### src/rtl/oport_uart_tx.sv
// Serialises every change of the processor output port OPORT as an 8N1 UART frame via a 4-entry queue.
// Optional build macro OPORT_TX_PARITY_EN inserts an even-parity bit between the data bits and STOP.
module oport_uart_tx #(
  parameter int unsigned CLKS_PER_BIT = 4,
  parameter int unsigned FIFO_DEPTH   = 4
) (
  input  logic       clk,
  input  logic       rst,
  input  logic [7:0] OPORT,
  output logic       txd,
  output logic       busy,
  output logic       overflow
);

  localparam int unsigned PTR_W = $clog2(FIFO_DEPTH);
  localparam int unsigned CNT_W = PTR_W + 1;

  localparam logic [CNT_W-1:0] CNT_FULL  = CNT_W'(FIFO_DEPTH);
  localparam logic [CNT_W-1:0] CNT_ONE   = CNT_W'(1);
  localparam logic [PTR_W-1:0] PTR_ONE   = PTR_W'(1);
  localparam logic [7:0]       BAUD_LAST = 8'(CLKS_PER_BIT - 1);

`ifdef OPORT_TX_PARITY_EN
  typedef enum logic [2:0] {
    S_IDLE, S_START, S_DATA, S_PARITY, S_STOP
  } state_e;
`else
  typedef enum logic [2:0] {
    S_IDLE, S_START, S_DATA, S_STOP
  } state_e;
`endif

  state_e           state_q,  state_d;
  logic [7:0]       baud_q,   baud_d;
  logic [2:0]       bit_q,    bit_d;
  logic [7:0]       shift_q,  shift_d;
  logic [7:0]       prev_q;
  logic [PTR_W-1:0] wr_ptr_q, wr_ptr_d;
  logic [PTR_W-1:0] rd_ptr_q, rd_ptr_d;
  logic [CNT_W-1:0] count_q,  count_d;
  logic             txd_q,    txd_d;
  logic             busy_q,   busy_d;
  logic             ovf_q,    ovf_d;
`ifdef OPORT_TX_PARITY_EN
  logic             parity_q, parity_d;
`endif

  logic [7:0] fifo_mem [FIFO_DEPTH];
  logic [7:0] head;
  logic       change;
  logic       bit_done;
  logic       pop;
  logic       push_ok;

  assign head     = fifo_mem[rd_ptr_q];
  assign change   = (OPORT != prev_q);
  assign bit_done = (baud_q == 8'd0);

  // A full queue still accepts a push when the transmitter pops on the same edge.
  assign push_ok  = change && ((count_q != CNT_FULL) || pop);

  // NOTE: every signal assigned here gets a default first, so no path leaves a latch behind.
  always_comb begin
    state_d  = state_q;
    baud_d   = baud_q;
    bit_d    = bit_q;
    shift_d  = shift_q;
    pop      = 1'b0;
`ifdef OPORT_TX_PARITY_EN
    parity_d = parity_q;
`endif

    if ((state_q != S_IDLE) && !bit_done) begin
      baud_d = baud_q - 8'd1;
    end

    unique case (state_q)
      S_IDLE: begin
        pop = (count_q != '0);
      end
      S_START: begin
        if (bit_done) begin
          state_d = S_DATA;
          baud_d  = BAUD_LAST;
          bit_d   = 3'd0;
        end
      end
      S_DATA: begin
        if (bit_done) begin
          baud_d = BAUD_LAST;
          if (bit_q == 3'd7) begin
`ifdef OPORT_TX_PARITY_EN
            state_d = S_PARITY;
`else
            state_d = S_STOP;
`endif
          end else begin
            shift_d = {1'b0, shift_q[7:1]};
            bit_d   = bit_q + 3'd1;
          end
        end
      end
`ifdef OPORT_TX_PARITY_EN
      S_PARITY: begin
        if (bit_done) begin
          state_d = S_STOP;
          baud_d  = BAUD_LAST;
        end
      end
`endif
      S_STOP: begin
        if (bit_done) begin
          // Chain straight into the next frame when bytes are waiting.
          pop     = (count_q != '0);
          state_d = S_IDLE;
          baud_d  = 8'd0;
        end
      end
      default: begin
        state_d = S_IDLE;
        baud_d  = 8'd0;
      end
    endcase

    if (pop) begin
      state_d  = S_START;
      baud_d   = BAUD_LAST;
      shift_d  = head;
`ifdef OPORT_TX_PARITY_EN
      parity_d = ^head;
`endif
    end
  end

  always_comb begin
    wr_ptr_d = push_ok ? (wr_ptr_q + PTR_ONE) : wr_ptr_q;
    rd_ptr_d = pop     ? (rd_ptr_q + PTR_ONE) : rd_ptr_q;
    ovf_d    = ovf_q | (change && !push_ok);

    unique case ({push_ok, pop})
      2'b10:   count_d = count_q + CNT_ONE;
      2'b01:   count_d = count_q - CNT_ONE;
      default: count_d = count_q;
    endcase
  end

  // Outputs are derived from next-state values so the registered copies line up with the state.
  always_comb begin
    unique case (state_d)
      S_START:    txd_d = 1'b0;
      S_DATA:     txd_d = shift_d[0];
`ifdef OPORT_TX_PARITY_EN
      S_PARITY:   txd_d = parity_d;
`endif
      default:    txd_d = 1'b1;
    endcase
    busy_d = (state_d != S_IDLE) || (count_d != '0);
  end

  // NOTE: state registers use non-blocking assignments so every flop samples pre-edge values.
  always_ff @(posedge clk) begin
    if (!rst) begin
      state_q  <= S_IDLE;
      baud_q   <= 8'd0;
      bit_q    <= 3'd0;
      shift_q  <= 8'd0;
      prev_q   <= 8'h00;
      wr_ptr_q <= '0;
      rd_ptr_q <= '0;
      count_q  <= '0;
      txd_q    <= 1'b1;
      busy_q   <= 1'b0;
      ovf_q    <= 1'b0;
`ifdef OPORT_TX_PARITY_EN
      parity_q <= 1'b0;
`endif
    end else begin
      state_q  <= state_d;
      baud_q   <= baud_d;
      bit_q    <= bit_d;
      shift_q  <= shift_d;
      prev_q   <= OPORT;
      wr_ptr_q <= wr_ptr_d;
      rd_ptr_q <= rd_ptr_d;
      count_q  <= count_d;
      txd_q    <= txd_d;
      busy_q   <= busy_d;
      ovf_q    <= ovf_d;
`ifdef OPORT_TX_PARITY_EN
      parity_q <= parity_d;
`endif
    end
  end

  // NOTE: queue storage is not reset; the count and pointers alone decide which entries are valid.
  always_ff @(posedge clk) begin
    if (rst && push_ok) begin
      fifo_mem[wr_ptr_q] <= OPORT;
    end
  end

  assign txd      = txd_q;
  assign busy     = busy_q;
  assign overflow = ovf_q;

endmodule

### config.mk
export PLATFORM = sky130hd
export DESIGN_NAME = oport_uart_tx
export DESIGN_NICKNAME = d
export VERILOG_FILES = /design/src/rtl/oport_uart_tx.sv
export SDC_FILE = /design/constraint.sdc
export NUM_CORES = 1
export LEC_CHECK = 0
export ABC_AREA = 1
export BUFFER_PORTS_ARGS = -buffer_cell sky130_fd_sc_hd__buf_2
export CORE_ASPECT_RATIO = 1.4
export CORE_MARGIN = 10
export CORE_UTILIZATION = 55
export CTS_CLUSTER_SIZE = 40
export DETAILED_ROUTE_END_ITERATION = 6
export MAX_ROUTING_LAYER = met4
export PLACE_DENSITY = 0.72
export SYNTH_ARGS = -nofsm -noshare
export SYNTH_HDL_FRONTEND = slang
export SYNTH_SLANG_ARGS = --single-unit
### constraint.sdc
create_clock -name clk -period 2.7 [get_ports clk]
set_input_delay 0.675 -clock clk [delete_from_list [all_inputs] [get_ports clk]]
set_output_delay 0.675 -clock clk [all_outputs]
set_load 0.005 [all_outputs]
==> results of run 1 <==
==> worst paths after layout <==
path | end | slack (ns)
min reg2reg | rd_ptr_q[1] | 0.47
max | busy | 0.52
max reg2reg | busy | 0.52
min | rd_ptr_q[1] | 0.47
==> kinds of logic (layout without fill, tap and decap cells) <==
kind of cell	count (synthesis)	count (layout)	share of synthesized area
other	1	1	0.00113
AO/OA/AOI/OAI	52	52	0.0960
XOR/XNOR	10	10	0.0264
buffers and inverters	61	86	0.0737
adder cells (fa/ha/maj)	9	9	0.0363
flip-flops	74	74	0.544
AND/OR/NAND/NOR	162	162	0.223
==> metrics by stage <==
step,instances,util,total power [mW]
floorplan,369,-,2.34
global placement,448,0.590,2.54
detailed placement,448,0.590,2.57
CTS,464,0.630,3.56
global route,464,0.630,3.76
finish,464,0.630,3.53
==> metal layers <==
metal,global-route usage,vias up,share of wire
met1,0.140,1072,0.42
met2,0.231,33,0.53
met4,0.0485,0,0.015
met3,0.0387,9,0.030
met5,-,-,0
li1,-,1248,-
==> area by class of cell <==
class | instances | area [um^2]
well taps | 70 | 87.6
clock buffers | 10 | 128
flip-flops and latches | 74 | 1800
multi-input cells | 234 | 1270
inverters | 52 | 198
repair buffers | 18 | 105
clock inverters | 6 | 105
fillers | 496 | 2170
==> flip-flops by register name, indices dropped and copies added (netlist names), named ones only <==
register	count
busy	1
bit_q	3
shift_q	8
fifo_mem	32
state_q	3
overflow	1
count_q	3
prev_q	8
rd_ptr_q	2
txd	1
baud_q	8
wr_ptr_q	2
==> power groups by stage <==
stage	registers [mW]	clock network, mW	logic [mW]
global route	1.52	1.05	1.19
finish	1.49	0.991	1.05
floorplan	1.47	0	0.870
CTS	1.49	1.01	1.06
detailed placement	1.52	0	1.06
global placement	1.51	0	1.03
==> placed cells by master (no fill, tap or decap), types with 2 or more instances in the layout <==
| cell type | synthesis | layout |
|---|---|---|
| nor2_2 | 3 | 3 |
| o32ai_1 | 8 | 8 |
| nand4_1 | 3 | 3 |
| nand2_2 | 8 | 8 |
| xnor2_1 | 6 | 6 |
| nand3_1 | 19 | 19 |
| a31oi_1 | 7 | 7 |
| ha_1 | 8 | 8 |
| o21a_1 | 2 | 2 |
| dfxtp_1 | 42 | 42 |
| nor3_1 | 4 | 4 |
| inv_1 | 50 | 50 |
| edfxtp_1 | 32 | 32 |
| nor2_1 | 52 | 52 |
| o22ai_1 | 3 | 3 |
| bufinv_16 | 0 | 3 |
| buf_2 | 4 | 12 |
| buf_4 | 0 | 6 |
| clkbuf_8 | 0 | 9 |
| clkinv_1 | 0 | 2 |
| nand2_1 | 67 | 67 |
| a21oi_1 | 13 | 13 |
| o21ai_0 | 16 | 16 |
| xor2_1 | 4 | 4 |
==> worst max-delay path, stage by stage, from the launching register on <==
cell and delay [ns]:
dfxtp_1 0.31, inv_1 0.11, ha_1 0.17, nand2_2 0.09, o21ai_2 0.15, nand2_2 0.22
inv_4 0.11, nand2_2 0.10, fa_1 0.43, inv_1 0.09, nand4_1 0.09, nand3_1 0.08
nand3_1 0.09, nand4_1 0.08
==> summary.txt, run 1 <==
Status: completed
Int Pwr: 2.36 mW
Min Tclk post-route: 2.18 ns
Ys async rst share: 0
Clock transition at path regs: 0.07 ns
Hold buffer count at CTS: 0
CTS Buf Count: 9
Diodes inserted: 0
Root buffer cell: clkbuf_8
Yosys warns: 0
DRT iter0 DRCs: 152
Crit-path max FO: 11
Critical path startpoint category: register
Post-synthesis cell area: 3310 um^2
Post-synth top area share: 0.290
Worst-Margin Slew: 0.588 ns
Antenna-violating nets left: 0
Net Sw Power: 1.17 mW
Syn avg cell area: 8.98 um^2
Core area: 5860 um^2
H-tree depth: 3
Worst Hold Slack: 0.465 ns
Io pins: 13
Synthesized flop and latch total: 74
P&R area growth vs syn: 11.4%
Worst hold start: rd_ptr_q[1]
Commonest cells post-synth: nand2_1 (67), nor2_1 (52), inv_1 (50), dfxtp_1 (42), edfxtp_1 (32)
Number of global-route vias before repair: 2,286
Number of vias per cell: 5.09
Leakage power: 1.59 nW
Final Hold Fails: 0
Cells after Synth: 369
Slew Limit Fails: 0
Setup Total Neg Slack: 0 ns
Max IR drop VDD: 0.454 mV
Crit. Startpoint: baud_q[0]
CP Class: register to register
Initial antenna violation count: 0
HPWL after detailed placement: 4440 um
Worst slack, placed: 0.215 ns
Worst hold stages: 2
Worst r2r src: baud_q[0]
Clock Skew: 0.00483 ns
CP arrival: 2.47 ns
Clock sinks: 74
Drt pass-1 iters: 4
RSZ-0062 raised after global routing: false
Most frequent cell after synthesis: nand2_1
Nets: 408
Later-pin clock latency in the skew report: 0.34 ns
First-pass GRT wire length: 10,100 um
Top FF cell, synth: dfxtp_1
Sequential cell fraction of total power: 0.422
Seq/Total Area, Yosys: 0.544
Worst setup margin: 0.517 ns
Achievable Freq: 458 MHz
Crit path capture type: register
Worst Reg2Reg Path Length in Cells: 13
Cell Pwr Density: 957 nW/um^2
Distinct cells, synth: 35
Placed Area: 3460 um^2
Hold crit path type: register to register
Share of layout cells above drive strength 1: 0.132
Routed vias: 2,362
Final wirelength: 6010 um
Max-cap check violation count: 0
Die Ht: 112 um
Clk buf depth: 2
Total GRT Usage: 0.134
Initial Util: 0.565
# DRC: 0
Post-CTS Resized: 0
CP required: 2.98 ns
Gr ovfl total: 0
GPL Wtd Cong: 0.825
Crit share post-route: 0.809
Postcts setup bufs: 0
Finished layout cell area: 3690 um^2
Comb pwr share: 0.297
Die Wd: 85.6 um
Sw Ratio: 0.332
WL per Instance: 12.9 um
Number of port buffers: 12
Top cell type by total area after synthesis: edfxtp_1
Net count of the mapped netlist: 388
Count of flip-flops with a built-in enable after synthesis: 32
Die area: 9570 um^2
Largest net degree at the start of global routing: 18
Clock Power Share: 0.280
CTS tree: built
Max_slew headroom: 0.608
Final setup fails: 0
Ranking of synthesized cells by area: edfxtp_1 (29%), dfxtp_1 (25%), nand2_1 (7.6%), nor2_1 (5.9%), inv_1 (5.7%)
Row cnt: 33
No activity file was read; power rests on OpenSTA's default activity.
==> inputs of run 2 (changes only) <==
Clock period 2.7 ns to 2.1 ns, I/O delays scaled along.
==> run 2 against run 1 <==
  * Utilization up 1.5 points
  * Flip-flop and latch count unchanged
  * Sequential power up 27%
  * Critical endpoint unchanged
==> summary.txt, run 2 (synthesis results as in run 1) <==
Crit-path most repeated cell: nand2_2
Achievable Freq: 510 MHz (+11%)
Die area: 9570 um^2 (unchanged)
Hold crit path type: register to register
Max reg flops: 32 (unchanged)
Diodes inserted: 0 (unchanged)
Worst hold stages: 2 (unchanged)
First-pass GRT wire length: 10,700 um (+5.4%)
Slew Limit Fails: 0 (unchanged)
CP required: 2.32 ns (-0.66 ns)
Nets: 426 (+4.4%)
Total GRT Usage: 0.139 (+0.00533)
DRT iter0 DRCs: 132 (-13%)
Worst hold start: shift_q[7]
Clock transition at path regs: 0.07 ns (about the same)
Status: completed
Hold path endpoint: shift_q[7]
Die Wd: 85.6 um (unchanged)
Setup Total Neg Slack: 0 ns (unchanged)
Number of port buffers: 12 (unchanged)
Worst Hold Slack: 0.468 ns (+0.00284 ns)
Slowest-stage cell, CP: fa_2
Most common cell after layout, fill and taps aside: nand2_1
# DRC: 0 (unchanged)
Core area: 5860 um^2 (unchanged)
Final wirelength: 6090 um (+1.4%)
Worst r2r src: baud_q[0]
Worst Reg2Reg Path Length in Cells: 11 (-2)
Final Hold Fails: 0 (unchanged)
Die Ht: 112 um (unchanged)
Row cnt: 33 (unchanged)
Final setup fails: 0 (unchanged)
WL per Instance: 12.6 um (-2.4%)
Io pins: 13 (unchanged)
Routed vias: 2,459 (+4.1%)
H-tree depth: 3 (unchanged)
CTS tree: built
Drt pass-1 iters: 4 (unchanged)
Initial Util: 0.565 (unchanged)
Multi-input gate area: 1270 um^2 (+0.59%)
Root buffer cell: clkbuf_8
Number of global-route vias before repair: 2,426 (+6.1%)
Max-cap check violation count: 0 (unchanged)
Clock sinks: 74 (unchanged)
HPWL after detailed placement: 4540 um (+2.2%)
Largest stage delay, worst path: 0.52 ns (+0.09 ns)
Cell Pwr Density: 1150 nW/um^2 (+20%)
CTS Buf Count: 9 (unchanged)
Crit-path max FO: 5 (-6)
Min Tclk post-route: 1.96 ns (-0.223 ns)
Flop2flop setup slack: 0.14 ns (-0.38 ns)
CP arrival: 2.18 ns (-0.29 ns)
Gr ovfl total: 0 (unchanged)
CP cell instances: inv_1, ha_1, nand2_2, o21ai_2, nand2_4, inv_4, nand2_2, fa_2, nand2_1, nand3_1, nand4_1
Leakage power: 1.66 nW (+4.3%)
Largest register by flop count: fifo_mem
Share of layout cells above drive strength 1: 0.170 (+0.0379)
Crit path capture type: register
Antenna-violating nets left: 0 (unchanged)
Worst R2R End: busy
P&R area growth vs syn: 14.2%
Later-pin clock latency in the skew report: 0.34 ns (about the same)
Register area: 1800 um^2 (unchanged)
Commonest cells after routing, fill and taps aside: nand2_1 (67), nor2_1 (52), inv_1 (50)
RSZ-0062 raised after global routing: false
Clock Skew: 0.00852 ns (+0.00369 ns)
Initial antenna violation count: 0 (unchanged)
Filler cell count: 478 (-3.6%)
CP Class: register to register
Postcts setup bufs: 0 (unchanged)
Max IR drop VDD: 0.485 mV (+6.9%)
Clk buf depth: 2 (unchanged)
Largest net degree at the start of global routing: 17 (-1)
Critical path startpoint category: register
Crit share post-route: 0.933 (+0.125)
GPL Wtd Cong: 0.818 (-0.76%)
Number of vias per cell: 5.10 (+0.22%)
==> run 2: cell count changes in the layout (fill, tap and decap cells not counted), sizes merged <==
cell and change:
buf +18, clkbuf +6, bufinv -3, clkinv -2, clkinvlp -1
==> run 2: final cells by class <==
cell class,instances,share of cell area
tap,70,0.0232
multi-input combinational,234,0.337
sequential,74,0.477
clock buffer,16,0.0477
timing repair buffer,36,0.0635
inverter,52,0.0523
==> run 2: worst max-delay path, delay by kind of cell, from the launching register on <==
family                     cells  cell delay, ns
DFF                            1            0.31
adders and majority gates      2            0.70
buffers and inverters          2            0.17
and+or+nand+nor                6            0.49
AOI/OAI and AO/OA              1            0.17
==> run 2: how the worst max path moves through the flow <==
stage,start,cells after the start,slack [ns],to
after global routing,baud_q[0],13,0.004,busy
after global placement,OPORT[6],13,-0.05,busy
after CTS,baud_q[0],13,0.05,busy
after detailed placement,OPORT[6],13,-0.13,busy
after floorplan,baud_q[0],9,0.14,fifo_mem[0][0]
final,baud_q[0],11,0.14,busy
==> run 2: report_power, final <==
part           leakage, nW  internal (mW)  switching (mW)
Combinational        0.926          0.558           0.896
Clock               0.0910          0.529           0.465
Sequential           0.639           1.75           0.137
==> run 2: routing by layer <==
layer	GRT usage	wire length, um
met5	-	0
met4	0.0738	152
met3	0.0336	232
met2	0.237	3200
met1	0.142	2510
==> run 2: repair_timing <==
| action | in CTS | in global routing |
|---|---|---|
| hold buffers | 0 | 0 |
| endpoints found under the setup margin | 0 | 2 |
| resized for setup | 0 | 2 |
==> run 2: metrics by stage <==
step	cell area, um^2	worst slack (ns)	utilization	instances	total power, mW
2_1_floorplan	3310	0.140	-	369	3.00
3_3_place_gp	3590	-0.0538	0.613	466	3.34
3_5_place_dp	3590	-0.133	0.613	466	3.37
4_1_cts	3770	0.0474	0.644	482	4.37
5_1_grt	3780	0.00363	0.645	482	4.64
6_report	3780	0.140	0.645	482	4.34
